$ cat src/rtl/scc_wave_gen_if.sv
// Register bus between a host and scc_wave_gen: request/write strobe, offset,
// write data, one-cycle acknowledge and read data.
interface scc_wave_gen_if;
    logic       req;
    logic       wrt;
    logic [7:0] adr;
    logic [7:0] dbo;
    logic       ack;
    logic [7:0] dbi;

    modport master (output req, wrt, adr, dbo, input ack, dbi);
    modport slave  (input req, wrt, adr, dbo, output ack, dbi);
endinterface

$ cat src/rtl/scc_wave_gen.sv
// SCC / SCC+ wavetable sound generator with a sequential one-channel-per-clock mixer.
// Define SCC_WAVE_READBACK_EN to return wave RAM bytes on read acknowledges.
module scc_wave_gen #(
    parameter int CHANNELS = 5,
    parameter int OUT_W    = 15
) (
    input  logic                    clk,
    input  logic                    reset,
    input  logic                    clkena,
    scc_wave_gen_if.slave           bus,
    input  logic                    sccPlusChip,
    input  logic                    sccPlusMode,
    output logic signed [OUT_W-1:0] wave
);
    typedef enum logic [1:0] {S_IDLE, S_MIX, S_DONE} state_t;

    localparam logic [2:0] LAST = 3'(CHANNELS - 1);

    logic       plus;
    logic       ram_hit;
    logic       reg_hit;
    logic       wr_stb;
    logic [3:0] rel;

    logic [7:0]  ram [0:159];
    logic [4:0]  mask;
    logic [11:0] freq [5];
    logic [3:0]  vol  [5];
    logic [4:0]  ptr  [5];

    assign plus    = sccPlusChip & sccPlusMode;
    assign ram_hit = plus ? (bus.adr < 8'hA0) : ~bus.adr[7];
    assign reg_hit = plus ? (bus.adr[7:4] == 4'hA) : (bus.adr[7:4] == 4'h8);
    assign rel     = bus.adr[3:0];
    assign wr_stb  = bus.req & bus.wrt & ~reset;

    // Wave RAM is never reset; the mixer reads it asynchronously and so sees
    // the pre-write value when a write lands on the same address.
    always_ff @(posedge clk) begin
        if (wr_stb && ram_hit)
            ram[bus.adr] <= bus.dbo;
    end

    always_ff @(posedge clk) begin
        if (reset)
            mask <= '0;
        else if (wr_stb && reg_hit && rel == 4'hF)
            mask <= bus.dbo[4:0];
    end

    for (genvar c = 0; c < 5; c++) begin : g_ch
        logic        fwr;
        logic        vwr;
        logic [11:0] fnew;
        logic [11:0] freq_q;
        logic [3:0]  vol_q;

        assign fwr  = wr_stb && reg_hit && rel < 4'hA && rel[3:1] == 3'(c);
        assign vwr  = wr_stb && reg_hit && rel == 4'(10 + c);
        assign fnew = rel[0] ? {bus.dbo[3:0], freq_q[7:0]} : {freq_q[11:8], bus.dbo};

        always_ff @(posedge clk) begin
            if (reset) begin
                freq_q <= '0;
                vol_q  <= '0;
            end else begin
                if (fwr) freq_q <= fnew;
                if (vwr) vol_q  <= bus.dbo[3:0];
            end
        end

        assign freq[c] = freq_q;
        assign vol[c]  = vol_q;

        if (c < CHANNELS) begin : g_on
            logic [11:0] cnt_q;
            logic [4:0]  ptr_q;

            // A frequency write reloads the counter and beats a same-edge tick.
            always_ff @(posedge clk) begin
                if (reset) begin
                    cnt_q <= '0;
                    ptr_q <= '0;
                end else if (fwr) begin
                    cnt_q <= fnew;
                end else if (clkena && freq_q >= 12'd9) begin
                    if (cnt_q == 12'd0) begin
                        cnt_q <= freq_q;
                        ptr_q <= ptr_q + 5'd1;
                    end else begin
                        cnt_q <= cnt_q - 12'd1;
                    end
                end
            end

            assign ptr[c] = ptr_q;
        end else begin : g_off
            assign ptr[c] = '0;
        end
    end

    state_t                  state, state_n;
    logic [2:0]              idx, idx_n;
    logic signed [OUT_W-1:0] acc, acc_n;
    logic                    wave_ld;
    logic [2:0]              bank;
    logic [7:0]              maddr;
    logic signed [12:0]      smp13, vol13, prod;
    logic signed [OUT_W-1:0] term;

    // In the plain SCC map channel 4 shares bank 3 with channel 3.
    assign bank  = (idx == 3'd4 && !plus) ? 3'd3 : idx;
    assign maddr = {bank, ptr[idx]};
    assign smp13 = 13'($signed(ram[maddr]));
    assign vol13 = {9'd0, vol[idx]};
    assign prod  = smp13 * vol13;
    assign term  = mask[idx] ? OUT_W'(prod) : '0;

    always_comb begin
        state_n = state;
        idx_n   = idx;
        acc_n   = acc;
        wave_ld = 1'b0;
        case (state)
            S_MIX: begin
                acc_n = acc + term;
                if (idx == LAST) begin
                    idx_n   = '0;
                    state_n = S_DONE;
                end else begin
                    idx_n = idx + 3'd1;
                end
            end
            S_DONE: begin
                wave_ld = 1'b1;
                state_n = S_IDLE;
            end
            default: ;
        endcase
        // A tick always (re)starts the sweep; any partial sum is dropped.
        if (clkena) begin
            state_n = S_MIX;
            idx_n   = '0;
            acc_n   = '0;
        end
    end

    always_ff @(posedge clk) begin
        if (reset) begin
            state <= S_IDLE;
            idx   <= '0;
            acc   <= '0;
            wave  <= '0;
        end else begin
            state <= state_n;
            idx   <= idx_n;
            acc   <= acc_n;
            if (wave_ld) wave <= acc;
        end
    end

    always_ff @(posedge clk) begin
        if (reset) bus.ack <= 1'b0;
        else       bus.ack <= bus.req;
    end

`ifdef SCC_WAVE_READBACK_EN
    always_ff @(posedge clk) begin
        if (reset)
            bus.dbi <= 8'hFF;
        else if (bus.req && !bus.wrt && ram_hit)
            bus.dbi <= ram[bus.adr];
        else
            bus.dbi <= 8'hFF;
    end
`else
    assign bus.dbi = 8'hFF;
`endif
endmodule

$ cat src/flat_wrapper.sv
// flat-port wrapper written by rule: the top's interface ports become plain ports
module scc_wave_gen_flat 
#(
    parameter int CHANNELS = 5,
    parameter int OUT_W    = 15
)
  (clk, reset, clkena, sccPlusChip, sccPlusMode, wave, bus_req, bus_wrt, bus_adr, bus_dbo, bus_ack, bus_dbi);
  scc_wave_gen_if bus_i ();
  input  logic clk;
  input  logic reset;
  input  logic clkena;
  input  logic sccPlusChip;
  input  logic sccPlusMode;
  output logic signed [OUT_W-1:0] wave;
  input wire logic [$bits(bus_i.req)-1:0] bus_req;
  input wire logic [$bits(bus_i.wrt)-1:0] bus_wrt;
  input wire logic [$bits(bus_i.adr)-1:0] bus_adr;
  input wire logic [$bits(bus_i.dbo)-1:0] bus_dbo;
  output wire logic [$bits(bus_i.ack)-1:0] bus_ack;
  output wire logic [$bits(bus_i.dbi)-1:0] bus_dbi;
  assign bus_i.req = bus_req;
  assign bus_i.wrt = bus_wrt;
  assign bus_i.adr = bus_adr;
  assign bus_i.dbo = bus_dbo;
  assign bus_ack = bus_i.ack;
  assign bus_dbi = bus_i.dbi;
  scc_wave_gen #(.CHANNELS(CHANNELS), .OUT_W(OUT_W)) u_core (.clk(clk), .reset(reset), .clkena(clkena), .bus(bus_i), .sccPlusChip(sccPlusChip), .sccPlusMode(sccPlusMode), .wave(wave));
endmodule
$ cat config.mk
export PLATFORM = sky130hd
export DESIGN_NAME = scc_wave_gen_flat
export DESIGN_NICKNAME = d
export VERILOG_FILES = /design/src/rtl/scc_wave_gen_if.sv /design/src/rtl/scc_wave_gen.sv /design/src/flat_wrapper.sv
export SDC_FILE = /design/constraint.sdc
export NUM_CORES = 2
export LEC_CHECK = 0
export CAP_MARGIN = 20
export CORE_MARGIN = 10
export CORE_UTILIZATION = 30
export CTS_CLUSTER_DIAMETER = 30
export DETAILED_ROUTE_END_ITERATION = 7
export MAX_ROUTING_LAYER = met4
export PLACE_DENSITY_LB_ADDON = 0.25
export SLEW_MARGIN = 40
export SYNTH_ARGS = -nofsm -noshare
export SYNTH_HDL_FRONTEND = slang
export SYNTH_SLANG_ARGS = --single-unit
$ cat constraint.sdc
create_clock -name clk -period 9.25 [get_ports clk]
set_input_delay 1.3875 -clock clk [delete_from_list [all_inputs] [get_ports clk]]
set_output_delay 1.3875 -clock clk [all_outputs]
set_load 0.005 [all_outputs]
==> flow_metrics.py <==
metrics = {
    "sta": {
        "slew_headroom": 0.3872,
        "finalHoldViolations": 0,
        "drv_slew": 0,
        "period_needed_ns": 8.903,
        "worstMarginPinSlew_ns": 0.9166,
        "final.period_utilization": 0.9624,
        "finalWorstSetupSlack_ns": 0.3475,
        "clock_skew_ns": 0.09912,
        "setup_viol": 0,
        "max_freq_mhz": 112.3,
    },
    "global_route": {
        "met2_usage": 0.2600,
        "top_usage_layer": "met2",
        "overflow": 0,
        "grt_max_degree": 132,
        "use_met1": 0.2281,
        "grt_pass1_wl_mm": 299.2,
        "grt_pass1_vias": 44490,
        "antenna_found_initial": 4,
        "track_usage": 0.1707,
        "gr-usage-met3": 0.03188,
    },
    "die": {
        "initial_utilization": 0.3014,
        "rows": 170,
        "io_pins": 47,
        "die_w_um": 484.2,
        "die_h_um": 484.2,
        "coreArea_mm2": 0.2144,
        "die_area_mm2": 0.2344,
    },
    "synthesis": {
        "netlist.top_cell.by_area": "edfxtp_1",
        "synthCells": 5502,
        "yosys_most_used_dff": "edfxtp_1",
        "seq_area_frac_synth": 0.6585,
        "synth_seq_cells": 1486,
        "synth_area_per_cell_um2": 11.75,
        "synth_top_area_frac": 0.5947,
        "yosysUniqueCellTypes": 89,
        "synth_edf_count": 1280,
        "netlist_area_mm2": 0.06463,
        "yosys_warnings": 0,
        "synthArstFlopShare": 0,
        "synth_area_leaders": "edfxtp_1 59%, dfxtp_1 6.4%, nand2_1 5.9%, a211oi_1 3.6%, nand3_1 3.6%",
    },
    "routing": {
        "vias": 45740,
        "dr.pass1.iters": 5,
        "wl_mm": 203.9,
        "drt_iter0_markers": 4110,
        "drc": 0,
        "ant_nets": 0,
        "vias_per_cell": 5.179,
        "routedWlPerCell_um": 23.09,
    },
    "clock_tree": {
        "cts_sinks": 1486,
        "cts_tree": "yes",
        "cts_root_buf": "clkbuf_16",
        "htreeDepth": 5,
        "cts_max_path_buffers": 4,
        "path_clk_slew_ns": 0.04,
        "cts_buffers": 358,
        "clk_latency_ns": 0.94,
    },
    "worst_setup_path": {
        "crit_fanout": 50,
        "reg2reg_to": "u_core.acc[14]",
        "crit_path_start_kind": "flip-flop",
        "cp-end-kind": "flip-flop",
        "cp_slowest_cell": "a211oi_1",
        "criticalPathCategory": "reg -> reg",
        "critPathLaunch": "u_core.idx[1]",
        "critPathMaxStageDelay_ns": 0.76,
        "r2r_cells": 33,
        "r2r_setup_slack_ns": 0.35,
        "crit_arrival_ns": 9.71,
        "cpMostUsedCell": "a21oi_1",
        "cp.required_ns": 10.06,
        "rr_startpoint": "u_core.idx[1]",
        "cp-endpoint": "u_core.acc[14]",
    },
    "place": {
        "pre_cts_slack_ns": -0.1411,
        "dp.cells": 8183,
        "dp_hpwl_mm": 124.7,
        "port_buffers": 38,
        "globalplace.congestion": 0.8570,
    },
    "power": {
        "peakVddDrop_uv": 152.7,
        "leakage_nw": 28.32,
        "p_per_area_mw_per_mm2": 244.2,
    },
    "cells_and_area": {
        "nets": 5806,
        "drive_gt1_frac": 0.1557,
        "area_growth_pct": 25.52,
        "fill_cells": 20540,
        "final_cell_count_no_fill": 8832,
    },
    "outcome": {
        "outcome": "finished clean",
    },
    "flow_run": {
        "cap_violations": 0,
    },
    "worst_hold_path": {
        "hold_class": "reg -> reg",
        "worstHoldStart": "u_core.wave[11]",
    },
}
[power by group]
group | total [mW] | internal (mW) | switching, mW
sequential | 7.30 | 7.30 | 0.00346
combinational | 0.296 | 0.0495 | 0.247
clock | 12.2 | 8.39 | 3.82
[metal layers]
metal / vias to the layer above / part of all wire / wire length, µm
met1: 22880 / 0.45 / 91260
met5: - / 0 / 0
met3: 388 / 0.064 / 12970
li1: 20880 / - / -
met2: 1592 / 0.46 / 93230
met4: 0 / 0.032 / 6434
[cell usage after synthesis (17+ instances only)]
cell / count
nor2_1: 350
buf_4: 24
buf_2: 88
xor2_1: 19
inv_1: 82
buf_1: 27
clkbuf_1: 248
and2_1: 128
edfxtp_1: 1280
nor2b_1: 47
nand4_1: 17
xnor2_1: 20
o21ai_0: 107
dfxtp_1: 206
ha_1: 53
a21oi_1: 238
nand2b_1: 28
nor4_1: 18
fa_1: 18
nor3_1: 120
nand2_1: 1010
and3_1: 37
nand3_1: 461
a211oi_1: 313
mux2i_1: 171
a31oi_1: 85
a311oi_1: 93
[sequential cells by signal, indices dropped and copies added, names as in the netlist]
register and cells:
u_core.idx 3, u_core.g_ch.g_on.cnt_q 60, u_core.state 2, u_core.g_ch.g_on.ptr_q 25, u_core.acc 15, u_core.bus.ack 1
u_core.g_ch.freq_q 60, u_core.g_ch.vol_q 20, u_core.ram 1280, u_core.wave 15, u_core.mask 5
[cell usage in the layout (no fill, tap or decap), drive strengths merged, types with 37 or more instances in the layout]
master and count:
inv 102, nor2b 47, nand2 1011, a21oi 238, a31oi 85, and3 37, dfxtp 206, o21ai 116
nor2 352, clkinv 129, nor3 121, mux2i 171, nand3 461, ha 53, buf 204, and2 131
a311oi 94, a211oi 315, clkbuf 418, edfxtp 1280, bufinv 46
[per-stage QoR]
| step | TNS, ns | instance area [µm²] | utilization | power, mW | hold WS (ns) |
|---|---|---|---|---|---|
| floorplan | 0 | 64660 | - | 7.505 | 0.4407 |
| global placement | -0.2570 | 68830 | 0.3210 | 7.709 | 0.4541 |
| global route | -0.03963 | 81120 | 0.3784 | 20.34 | 0.4897 |
| finish | 0 | 81130 | 0.3784 | 19.81 | 0.4560 |
| CTS | 0 | 80790 | 0.3768 | 19.95 | 0.4580 |
| detailed placement | -0.2532 | 69030 | 0.3220 | 7.714 | 0.4525 |
[how the worst min path moves through the flow]
| stage | to | slack [ns] | cells past startpoint |
|---|---|---|---|
| after floorplan | u_core.wave[14] | 0.44 | 2 |
| after global placement | u_core.wave[7] | 0.45 | 2 |
| after detailed placement | u_core.wave[11] | 0.45 | 2 |
| after CTS | u_core.wave[11] | 0.46 | 2 |
| after global routing | u_core.wave[11] | 0.49 | 2 |
| final | u_core.wave[11] | 0.46 | 2 |
[area by class of cell]
| cell class | instances | area [µm²] | share of cell area |
|---|---|---|---|
| Antenna cell | 3 | 7.507 | 0.00009254 |
| Clock buffer | 417 | 9293 | 0.1145 |
| Clock inverter | 222 | 2450 | 0.03020 |
| Inverter | 83 | 311.5 | 0.003840 |
| Multi-Input combinational cell | 3550 | 20600 | 0.2539 |
| Sequential cell | 1486 | 42560 | 0.5247 |
| Tap cell | 2838 | 3551 | 0.04377 |
| Timing Repair Buffer | 233 | 2352 | 0.02900 |
[logic make-up (layout without fill, tap and decap cells)]
group,count (synthesis),in the layout,synth area share
xor gates and xnor gates,39,39,0.005285
AOI/OAI and AO/OA,967,967,0.1009
DFF,1486,1486,0.6585
buffers and inverters,473,955,0.03097
adders and majority gates,71,71,0.01584
muxes,190,190,0.03090
and+or+nand+nor,2275,2275,0.1575
other,1,11,0.00005802
[worst max-delay path: cells and delay by family, from the launching register on]
family,cells,cell delay (ns)
compound gates,12,2.95
simple gates,8,2.00
fa+ha+maj,5,1.84
buf+inv,5,0.81
mux,2,0.58
flops,1,0.45
xor+xnor,1,0.16
[what timing repair did]
item | CTS | global route
hold buffers | 0 | 0
cloned | 0 | 1
gates resized for setup | 0 | 30
setup buffers | 2 | 2
pin swaps | 1 | 4
setup endpoints to repair | 2 | 4
(Power assumes the default switching activity.)
